## config.mk

```make
export PLATFORM = sky130hd
export DESIGN_NAME = lfsr_gen
export DESIGN_NICKNAME = d
export VERILOG_FILES = /design/src/rtl/lfsr_pkg.sv /design/src/rtl/lfsr_step.sv /design/src/rtl/lfsr_gen.sv
export SDC_FILE = /design/constraint.sdc
export NUM_CORES = 1
export LEC_CHECK = 0
export ABC_AREA = 1
export BUFFER_PORTS_ARGS = -buffer_cell sky130_fd_sc_hd__buf_2
export CAP_MARGIN = 15
export CORE_MARGIN = 1
export CORE_UTILIZATION = 45
export DETAILED_ROUTE_END_ITERATION = 10
export PLACE_DENSITY = 0.82
export SLEW_MARGIN = 20
export SYNTH_ARGS = -nofsm -noshare
export SYNTH_HDL_FRONTEND = slang
export SYNTH_SLANG_ARGS = --single-unit
```

## constraint.sdc

```tcl
create_clock -name clk -period 2.1 [get_ports clk]
set_clock_uncertainty 0.2 [all_clocks]
set_input_delay 0.21 -clock clk [delete_from_list [all_inputs] [get_ports clk]]
set_output_delay 0.21 -clock clk [all_outputs]
set_load 0.01 [all_outputs]
```

## src/rtl/lfsr_pkg.sv

```systemverilog
// rtl/lfsr_pkg.sv - shared XNOR LFSR tap table and width limits
package lfsr_pkg;

    localparam int LFSR_MIN_WID = 3;
    localparam int LFSR_MAX_WID = 32;

    // Maximal-length XNOR taps; tap n (1-based) maps to mask bit n-1.
    function automatic logic [LFSR_MAX_WID-1:0] lfsr_mask(input int wid);
        logic [LFSR_MAX_WID-1:0] m;
        m = '0;
        case (wid)
            3:  begin m[2]  = 1'b1; m[1]  = 1'b1; end
            4:  begin m[3]  = 1'b1; m[2]  = 1'b1; end
            5:  begin m[4]  = 1'b1; m[2]  = 1'b1; end
            6:  begin m[5]  = 1'b1; m[4]  = 1'b1; end
            7:  begin m[6]  = 1'b1; m[5]  = 1'b1; end
            8:  begin m[7]  = 1'b1; m[5]  = 1'b1; m[4] = 1'b1; m[3] = 1'b1; end
            9:  begin m[8]  = 1'b1; m[4]  = 1'b1; end
            10: begin m[9]  = 1'b1; m[6]  = 1'b1; end
            11: begin m[10] = 1'b1; m[8]  = 1'b1; end
            12: begin m[11] = 1'b1; m[5]  = 1'b1; m[3] = 1'b1; m[0] = 1'b1; end
            13: begin m[12] = 1'b1; m[3]  = 1'b1; m[2] = 1'b1; m[0] = 1'b1; end
            14: begin m[13] = 1'b1; m[4]  = 1'b1; m[2] = 1'b1; m[0] = 1'b1; end
            15: begin m[14] = 1'b1; m[13] = 1'b1; end
            16: begin m[15] = 1'b1; m[14] = 1'b1; m[12] = 1'b1; m[3] = 1'b1; end
            17: begin m[16] = 1'b1; m[13] = 1'b1; end
            18: begin m[17] = 1'b1; m[10] = 1'b1; end
            19: begin m[18] = 1'b1; m[5]  = 1'b1; m[1] = 1'b1; m[0] = 1'b1; end
            20: begin m[19] = 1'b1; m[16] = 1'b1; end
            21: begin m[20] = 1'b1; m[18] = 1'b1; end
            22: begin m[21] = 1'b1; m[20] = 1'b1; end
            23: begin m[22] = 1'b1; m[17] = 1'b1; end
            24: begin m[23] = 1'b1; m[22] = 1'b1; m[21] = 1'b1; m[16] = 1'b1; end
            25: begin m[24] = 1'b1; m[21] = 1'b1; end
            26: begin m[25] = 1'b1; m[5]  = 1'b1; m[1] = 1'b1; m[0] = 1'b1; end
            27: begin m[26] = 1'b1; m[4]  = 1'b1; m[1] = 1'b1; m[0] = 1'b1; end
            28: begin m[27] = 1'b1; m[24] = 1'b1; end
            29: begin m[28] = 1'b1; m[26] = 1'b1; end
            30: begin m[29] = 1'b1; m[5]  = 1'b1; m[3] = 1'b1; m[0] = 1'b1; end
            31: begin m[30] = 1'b1; m[27] = 1'b1; end
            32: begin m[31] = 1'b1; m[21] = 1'b1; m[1] = 1'b1; m[0] = 1'b1; end
            default: m = '0;
        endcase
        return m;
    endfunction

endpackage

```

## src/rtl/lfsr_step.sv

```systemverilog
// rtl/lfsr_step.sv - one combinational XNOR LFSR shift
module lfsr_step #(
    parameter int WID = 27
) (
    input  logic [WID-1:0] state_i,
    input  logic [WID-1:0] mask_i,
    input  logic           cyc_i,
    output logic [WID-1:0] next_o
);

    logic fb;

    always_comb begin
        fb     = ~(^(state_i & mask_i)) ^ cyc_i;
        next_o = {state_i[WID-2:0], fb};
    end

endmodule

```

## src/rtl/lfsr_gen.sv

```systemverilog
// rtl/lfsr_gen.sv - parametrised XNOR LFSR counter with seed load, terminal count and lock-up recovery
module lfsr_gen
    import lfsr_pkg::*;
#(
    parameter int             WID         = 27,
    parameter int             NSTEP       = 1,
    parameter logic [WID-1:0] RST_VAL     = '0,
    parameter bit             AUTO_RELOAD = 1'b1
) (
    input  logic           clk,
    input  logic           rst_n,
    input  logic           ce,
    input  logic           cyc,
    input  logic           ld,
    input  logic [WID-1:0] seed,
    input  logic [WID-1:0] term,
    output logic [WID-1:0] o,
    output logic           tc,
    output logic           lockup
);

    if (WID < LFSR_MIN_WID || WID > LFSR_MAX_WID) begin : g_bad_wid
        $fatal(1, "lfsr_gen: WID out of range");
    end
    if (NSTEP < 1 || NSTEP > 8) begin : g_bad_nstep
        $fatal(1, "lfsr_gen: NSTEP out of range");
    end
    if (RST_VAL == {WID{1'b1}}) begin : g_bad_rst
        $fatal(1, "lfsr_gen: RST_VAL must not be all-ones");
    end

    localparam logic [LFSR_MAX_WID-1:0] MASK_FULL = lfsr_mask(WID);
    localparam logic [WID-1:0]          TAP_MASK  = MASK_FULL[WID-1:0];

    logic [WID-1:0] state_q, state_d;
    logic           tc_q, tc_d;
    logic           lockup_q, lockup_d;
    logic [WID-1:0] advance;

    // cyc only perturbs the first shift of each advance.
    for (genvar g = 0; g < NSTEP; g++) begin : g_step
        logic [WID-1:0] cur;
        logic [WID-1:0] nxt;
        if (g == 0) begin : g_head
            assign cur = state_q;
        end else begin : g_link
            assign cur = g_step[g-1].nxt;
        end
        lfsr_step #(.WID(WID)) u_step (
            .state_i (cur),
            .mask_i  (TAP_MASK),
            .cyc_i   ((g == 0) ? cyc : 1'b0),
            .next_o  (nxt)
        );
    end

    assign advance = g_step[NSTEP-1].nxt;

    always_comb begin
        state_d  = state_q;
        tc_d     = 1'b0;
        lockup_d = 1'b0;
        if (ld) begin
            state_d = seed;
        end else if (&state_q) begin
            state_d  = RST_VAL;
            lockup_d = 1'b1;
        end else if (ce) begin
            if (state_q == term) begin
                tc_d    = 1'b1;
                state_d = AUTO_RELOAD ? seed : advance;
            end else begin
                state_d = advance;
            end
        end
    end

    always_ff @(posedge clk or negedge rst_n) begin
        if (!rst_n) begin
            state_q  <= RST_VAL;
            tc_q     <= 1'b0;
            lockup_q <= 1'b0;
        end else begin
            state_q  <= state_d;
            tc_q     <= tc_d;
            lockup_q <= lockup_d;
        end
    end

    assign o      = state_q;
    assign tc     = tc_q;
    assign lockup = lockup_q;

endmodule

```

==> results of run 1 <==
[cells in the mapped netlist, drive strengths merged]
library cell | instances | share of area (%)
clkbuf | 2 | 0.30
ha | 1 | 0.50
or2 | 2 | 0.50
nand3 | 4 | 0.81
nand4 | 7 | 1.8
nor3 | 1 | 0.40
dfrtp | 29 | 29
inv | 63 | 9.6
buf | 12 | 4.6
nand2 | 228 | 36
xor2 | 2 | 0.71
nor2 | 17 | 2.8
a21oi | 2 | 0.71
o21ai | 26 | 5.4
xnor2 | 20 | 7.1
[per-stage QoR]
stage	setup slack (ns)	power, mW	hold WS (ns)
final	0.109	1.89	0.0257
after global routing	-0.0157	2.00	0.0507
after CTS	0.0934	1.88	0.0284
after detailed placement	0.145	1.35	0.103
after global placement	0.195	1.33	0.102
after floorplan	0.328	1.11	-0.286
[report_power, final]
part           switching, mW  total [mW]  internal, mW  leakage, nW
Combinational          0.340       0.615         0.275         1.48
Clock                  0.235       0.531         0.296       0.0542
Sequential             0.115       0.743         0.629        0.356
[cells in the final DEF, fill, tap and decap left out, drive strengths merged]
master         n
dlygate4sd3    2
nand2        228
a21oi          2
nor3           1
nand3          4
dfrtp         29
ha             1
nand4          7
buf           94
xor2           2
xnor2         20
or2            2
clkinv         1
clkbuf         7
o21ai         26
inv           63
nor2          17
[final cells by class]
| class | count | share of cell area (%) |
|---|---|---|
| inverters | 63 | 7.69 |
| clock buffers | 7 | 3.10 |
| multi-input cells | 310 | 45.6 |
| clock inverters | 1 | 0.161 |
| well taps | 70 | 2.82 |
| repair buffers | 96 | 17.1 |
| flip-flops and latches | 29 | 23.5 |
[logic make-up after synthesis]
group,count (synthesis)
compound gates,28
xor+xnor,22
fa+ha+maj,1
buf+inv,77
flops,29
simple gates,259
[layer usage]
layer / part of all wire, % / track usage (%) / up-vias
li1: - / - / 1406
met1: 42 / 29.9 / 1270
met2: 51 / 42.5 / 94
met3: 5.3 / 3.71 / 12
met4: 1.8 / 8.85 / 0
met5: 0 / 0 / -
[sequential cells by signal (all words and copies together) (netlist names)]
| signal | count |
|---|---|
| o | 27 |
| tc | 1 |
| lockup | 1 |
[critical path, cell delays in order, from the launching register on]
cell and delay, ns:
dfrtp_1 0.43, xnor2_1 0.18, nand2_1 0.09, nor2_2 0.14, nand2_1 0.07, nor2_2 0.15, nand2_4 0.09, buf_12 0.17
o21ai_1 0.17, inv_1 0.07, nand2_1 0.06, nand2_1 0.05
[worst paths after layout]
kind / start / end / slack (ns) / depth (start not counted)
worst min register to register: o[6]$_DFFE_PN0P_ / o[6]$_DFFE_PN0P_ / 0.36 / 2
worst max-delay path: o[21]$_DFFE_PN0P_ / o[9]$_DFFE_PN0P_ / 0.11 / 11
worst min-delay path: seed[5] / o[5]$_DFFE_PN0P_ / 0.03 / 5
worst max register to register: o[21]$_DFFE_PN0P_ / o[9]$_DFFE_PN0P_ / 0.11 / 11
max in group asynchronous: rst_n / o[26]$_DFFE_PN0P_ / 0.87 / 2
min in group asynchronous: rst_n / o[20]$_DFFE_PN0P_ / 0.31 / 2
[what timing repair did]
| action | in CTS | in global routing |
|---|---|---|
| hold buffers | 2 | 0 |
| endpoints found under the setup margin | 0 | 18 |
| hold endpoints to repair | 30 | 0 |
| resized for setup | 0 | 9 |
==> flow_summary.yaml, run 1 <==
outcome:
  status: "finished clean"
floorplan:
  die_y_um: 76.2
  core_um2: 5200
  dieWidth_um: 76.2
  fp-row-count: 26
  ios: 88
  die_area_um2: 5810
  start_util_pct: 47.6
clock_tree:
  cts_buffers: 5
  cts-root-buf: "clkbuf_8"
  post_cts_buffers: 0
  cts.clk_slew.worst_paths_ns: 0.07
  htree_levels: 2
  cts_sinks: 29
  cts_buffer_depth: 2
  cts_tree: "yes"
  clk_latency_ns: 0.29
logic_synthesis:
  syn_area_um2: 2480
  synth-xor-area-share_pct: 7.77
  yosys.area_share.adder_pct: 0.505
  synth_mux_area_share_pct: 0
  synth-simple-area-share_pct: 41.8
  ys_seq_area_share_pct: 29.3
  synth_top_family_by_area: "simple AND/OR/NAND/NOR gates"
  ys_ff_latch: 29
  ys.warnings.count: 0
  synth_compound_area_share_pct: 6.10
  synth.distinct_cells: 23
  syn_nets: 476
  synthCells: 416
  post_synth.cell_area_avg_um2: 5.96
drt:
  finalWirelength_mm: 7.13
  ant_nets: 0
  vias_per_cell: 4.83
  wl_per_cell_um: 12.4
  dr.pass1.iters: 4
  post-route-drc-count: 0
  drtIter0Drc: 159
  via_count: 2782
grt:
  grt_usage_pct: 24.3
  grt_max_degree: 31
  first_global_vias: 2483
  antenna_found_initial: 0
  overflow: 0
  grt_pass1_wl_mm: 11.4
timing:
  min_period_over_period_pct: 94.8
  fmax_mhz: 502
  timing.slew.headroom_pct: 51.6
  setup_tns_ns: 0
  setup_viol: 0
  slew_viol_final: 0
  min_period_ns: 1.99
  worst_pin_slew_ns: 0.726
  finalHoldViolations: 0
layout:
  layout.nets: 565
  register_area_um2: 731
  final_area_um2: 3110
  antennaDiodeCount: 0
  multi_input_area_um2: 1420
  nFillCells: 497
  area_delta_synth_final_pct: 25.4
  layout.cells.non_filler: 576
  utilization_pct: 59.7
  drive_above_1_share_pct: 24.7
placed_design:
  place_area_um2: 2960
  portBuffers: 87
  post-dp-hpwl_mm: 5.02
  placed_cells: 566
  gp_congestion: 0.875
power_and_ir_drop:
  leakage_nw: 1.89
  ir_drop_mv: 0.326
  powerDensity_nw_per_um2: 608
flow_run:
  drv_cap: 0
critical_path:
  critPathLaunchType: "flip-flop"
  crit_required_ns: 2.08
  cp.arrival_ns: 1.97
  crit_type: "reg2reg"
  crit_path_end_kind: "flip-flop"
  critPathMaxFanout: 24
min_path:
  hold_class: "in2reg"
Note: power is estimated with default switching activity, not from simulation.
==> run 2: changes to the inputs <==
--- a/config.mk
+++ b/config.mk
@@ -11,6 +11,7 @@
 export CORE_MARGIN = 1
 export CORE_UTILIZATION = 45
 export DETAILED_ROUTE_END_ITERATION = 10
+export GPL_TIMING_DRIVEN = 0
 export PLACE_DENSITY = 0.82
 export SLEW_MARGIN = 20
 export SYNTH_ARGS = -nofsm -noshare
==> run 2 against run 1 <==
Compared with the run above: non-clock buffer count up 10; sequential share of layout area decreased by 0.34 points; register-to-register slack about the same; count of clock-buffer cells in the layout unchanged; fmax increased by 0.46%; critical path type unchanged.
==> flow_summary.yaml, run 2 (synthesis gave the netlist of run 1 again) <==
outcome:
  status: "finished clean"
critical_path:
  critPathLaunchType: "flip-flop"
  critPathMaxFanout: 10
  crit_path_end_kind: "flip-flop"
  reg2reg_from: "o[17]$_DFFE_PN0P_"
  reg2reg_depth: 11
  cp-startpoint: "o[17]$_DFFE_PN0P_"
  reg2reg_slack_ns: 0.12
  crit_type: "reg2reg"
  r2r-end: "o[14]$_DFFE_PN0P_"
  crit_required_ns: 2.07
  cp.arrival_ns: 1.95
drt:
  finalWirelength_mm: 7.00
  vias_per_cell: 4.78
  ant_nets: 0
  post-route-drc-count: 0
  drtIter0Drc: 207
  dr.pass1.iters: 4
  via_count: 2796
  wl_per_cell_um: 12.0
clock_tree:
  cts_tree: "yes"
  clk_latency_ns: 0.29
  cts_buffer_depth: 2
  htree_levels: 2
  cts_buffers: 5
  cts_sinks: 29
  cts-root-buf: "clkbuf_8"
  cts.clk_slew.worst_paths_ns: 0.07
layout:
  final_common_cell: "nand2_1"
  largest_reg_flops: 27
  layout.nets: 575
  mostFrequentLayoutCells: "221 x nand2_1, 89 x buf_2, 59 x inv_1"
  drive_above_1_share_pct: 25.8
  area_delta_synth_final_pct: 27.9
  register_area_um2: 734
  antennaDiodeCount: 0
  nFillCells: 495
  multi_input_area_um2: 1420
timing:
  fmax_mhz: 505
  slew_viol_final: 0
  min_period_ns: 1.98
  finalHoldViolations: 0
  setup_tns_ns: 0
  setup_viol: 0
  worst_pin_slew_ns: 0.655
  min_period_over_period_pct: 94.4
  timing.slew.headroom_pct: 56.3
floorplan:
  start_util_pct: 47.6
  ios: 88
  dieWidth_um: 76.2
  die_y_um: 76.2
  die_area_um2: 5810
  core_um2: 5200
  fp-row-count: 26
min_path:
  worstHoldStart: "seed[5]"
  hold_class: "in2reg"
  whs_path_depth: 5
  holdPathEnd: "o[5]$_DFFE_PN0P_"
flow_run:
  drv_cap: 0
power_and_ir_drop:
  powerDensity_nw_per_um2: 578
  leakage_nw: 1.91
  ir_drop_mv: 0.315
  p_total_mw: 1.83
placed_design:
  gp_congestion: 0.830
  portBuffers: 87
  post-dp-hpwl_mm: 5.15
grt:
  grt_pass1_wl_mm: 11.8
  antenna_found_initial: 0
  grt_usage_pct: 25.3
  overflow: 0
  grt_max_degree: 30
  first_global_vias: 2641
run 2: critical path, cell delays in order, from the launching register on:
cell and delay (ns):
dfrtp_1 0.43, xnor2_1 0.17, nand2_1 0.08, nor2_2 0.17
nand2_2 0.09, nor2_4 0.14, nand2_4 0.11, buf_6 0.16
o21ai_1 0.16, inv_1 0.06, nand2_1 0.06, nand2_1 0.05
run 2: repair_timing:
action	4_1_cts	5_1_grt
hold buffers	2	0
setup endpoints to repair	0	28
endpoints found under the hold margin	30	0
gates resized for setup	0	13
setup buffers	0	3
run 2: worst max-delay path by stage:
stage,to,slack (ns),cells past startpoint
after global routing,o[26]$_DFFE_PN0P_,-0.03,13
after global placement,o[9]$_DFFE_PN0P_,0.11,9
after detailed placement,o[21]$_DFFE_PN0P_,0.04,9
final,o[14]$_DFFE_PN0P_,0.12,11
after CTS,o[11]$_DFFE_PN0P_,0.006,9
after floorplan,o[0]$_DFFE_PN0P_,0.33,7
run 2: layout make-up:
cell class	count	share of cell area (%)
multi-input combinational	310	44.9
sequential	29	23.2
timing repair buffer	92	15.1
inverter	63	7.54
buffer	14	3.87
tap	70	2.76
clock buffer	7	2.72
run 2: report_power, final:
group          internal [mW]  switching (mW)
combinational          0.279           0.340
clock                  0.259           0.211
sequential             0.631           0.113
run 2: metrics by stage:
stage	util, %	setup slack (ns)	instance area (um^2)	hold slack, ns	std cells
after floorplan	-	0.328	2480	-0.286	416
after global placement	57.7	0.114	3000	0.0715	573
after detailed placement	57.7	0.0407	3000	0.0741	573
after CTS	59.7	0.00596	3110	0.0283	582
after global routing	60.9	-0.0279	3170	0.0667	585
final	60.9	0.118	3170	0.0268	585
run 2: layer usage:
layer,share of wire (%),wire [um],track usage (%),up-vias
met5,0,0,0,-
met4,1.8,125,8.08,0
met3,6.5,452,3.59,13
met2,50,3520,45.9,97
met1,41,2900,30.5,1258
li1,-,-,-,1428
==> run 3: changes to the inputs <==
--- a/config.mk
+++ b/config.mk
@@ -13,6 +13,7 @@
 export DETAILED_ROUTE_END_ITERATION = 10
 export GPL_TIMING_DRIVEN = 0
 export PLACE_DENSITY = 0.82
+export SETUP_SLACK_MARGIN = 0.4
 export SLEW_MARGIN = 20
 export SYNTH_ARGS = -nofsm -noshare
 export SYNTH_HDL_FRONTEND = slang
==> run 3 against run 2 <==
Compared with the run above: wire length rose by 20%; total power is 9.0% higher; fmax fell by 3.6%; non-clock buffer count is 21 higher; first-iteration DRC count rose by 54%; clock power up 6.2%; critical path type unchanged; critical endpoint is now o[3]$_DFFE_PN0P_; largest cell class unchanged.
==> flow_summary.yaml, run 3 (synthesis gave the netlist of run 1 again) <==
outcome:
  status: "finished clean"
placed_design:
  post-dp-hpwl_mm: 5.13
  portBuffers: 87
  gp_congestion: 0.808
  pre_cts_ws_ns: 0.105
  placed_cells: 573
critical_path:
  reg2reg_depth: 13
  crit_required_ns: 2.12
  crit_path_cell_trace: "xnor2_1 -> nand2_1 -> nor2_1 -> nand2_2 -> nor2_4 -> buf_6 -> nand2_8 -> clkbuf_16 -> nand2_4 -> nand2_2 -> nand2_1 -> nand2_1 -> nand2_1"
  r2r-end: "o[3]$_DFFE_PN0P_"
  reg2reg_from: "o[11]$_DFFE_PN0P_"
  critPathLaunchType: "flip-flop"
  crit_end: "o[3]$_DFFE_PN0P_"
  critical_path.most_common_cell: "nand2_1"
  critPathMaxFanout: 6
  reg2reg_slack_ns: 0.04
  cp-startpoint: "o[11]$_DFFE_PN0P_"
  cp.arrival_ns: 2.08
  crit_type: "reg2reg"
  max_stage_delay_ns: 0.44
  crit_slowest_cell: "dfrtp_2"
  crit_path_end_kind: "flip-flop"
drt:
  post-route-drc-count: 0
  wl_per_cell_um: 13.9
  finalWirelength_mm: 8.43
  dr.pass1.iters: 5
  vias_per_cell: 5.16
  ant_nets: 0
  via_count: 3138
  drtIter0Drc: 318
timing:
  rsz0062_at_grt: "yes"
  finalHoldViolations: 0
  timing.slew.headroom_pct: 54.5
  setup_viol: 0
  min_period_ns: 2.06
  slew_viol_final: 0
  min_period_over_period_pct: 97.9
  fmax_mhz: 487
  holdWs_ns: 0.0235
  finalWorstSetupSlack_ns: 0.0447
  worst_pin_slew_ns: 0.682
min_path:
  hold_class: "in2reg"
  whs_path_depth: 5
power_and_ir_drop:
  powerDensity_nw_per_um2: 553
  p_total_mw: 2.00
  ir_drop_mv: 0.377
  leakage_nw: 2.07
clock_tree:
  cts_buffers: 5
  cts_sinks: 29
  clk_latency_ns: 0.29
  cts.clk_slew.worst_paths_ns: 0.07
  cts-root-buf: "clkbuf_8"
  cts_tree: "yes"
  htree_levels: 2
  cts_buffer_depth: 2
layout:
  multi_input_area_um2: 1610
  layout.nets: 597
  layout.cells.non_filler: 608
  final_common_cell: "nand2_1"
  mostFrequentLayoutCells: "198 x nand2_1, 87 x buf_2, 56 x inv_1"
  largest_reg_flops: 27
  antennaDiodeCount: 0
  area_delta_synth_final_pct: 45.6
  register_area_um2: 744
  nFillCells: 397
  drive_above_1_share_pct: 38.5
grt:
  grt_max_degree: 30
  first_global_vias: 2787
  grt_usage_pct: 27.7
  antenna_found_initial: 0
  overflow: 0
  grt_pass1_wl_mm: 12.8
floorplan:
  dieWidth_um: 76.2
  die_y_um: 76.2
  die_area_um2: 5810
  fp-row-count: 26
  core_um2: 5200
  start_util_pct: 47.6
  ios: 88
flow_run:
  drv_cap: 0
-- run 3: cell types whose count changed in the layout (fill, tap and decap cells not counted), sizes merged --
cell / before / now
clkbuf: 9 / 12
nand2: 228 / 229
buf: 102 / 121
-- run 3: area by class of cell --
| class | count | area share, % |
|---|---|---|
| multi-input cells | 311 | 44.5 |
| flip-flops and latches | 29 | 20.6 |
| repair buffers | 113 | 19.5 |
| inverters | 63 | 6.62 |
| plain buffers | 14 | 3.85 |
| clock buffers | 8 | 2.49 |
| well taps | 70 | 2.43 |
-- run 3: how the worst min path moves through the flow --
stage	startpoint	slack (ns)	end
global route	seed[15]	0.05	o[15]$_DFFE_PN0P_
finish	seed[16]	0.02	o[16]$_DFFE_PN0P_
detailed placement	rst_n	0.08	o[6]$_DFFE_PN0P_
global placement	rst_n	0.08	o[6]$_DFFE_PN0P_
floorplan	rst_n	-0.29	lockup$_DFF_PN0_
CTS	seed[1]	0.03	o[1]$_DFFE_PN0P_
-- run 3: routing by layer --
layer	routed length (um)	global-route usage [%]	vias to the layer above
met5	0	0	-
met4	319	11.7	0
met3	590	4.91	42
met2	4200	48.6	202
met1	3320	33.3	1425
li1	-	-	1469
-- run 3: stage by stage --
stage / utilization [%] / TNS, ns / instance area [um^2]
final: 69.4 / 0 / 3610
after global routing: 69.4 / -0.296 / 3610
after CTS: 65.4 / 0 / 3400
after detailed placement: 58.1 / 0 / 3020
after global placement: 58.1 / 0 / 3020
after floorplan: - / 0 / 2500
-- run 3: critical path, delay by kind of cell (launching register included) --
kind | cells | cell delay [ns]
flip-flops | 1 | 0.44
buffers and inverters | 2 | 0.31
XOR/XNOR | 1 | 0.14
AND/OR/NAND/NOR | 10 | 0.91
-- run 3: power by group --
part	internal [mW]	total [mW]	switching, mW	leakage, nW
clock network	0.267	0.499	0.231	0.0455
logic	0.346	0.756	0.410	1.69
registers	0.635	0.743	0.108	0.343
-- run 3: timing repair --
item                                    CTS  global route
gates cloned                              4             1
resized for setup                        30            46
endpoints found under the setup margin   28            28
buffers inserted                         15             5
hold endpoints to repair                 30             0
pin swaps                                14            18
hold buffers                              2             0
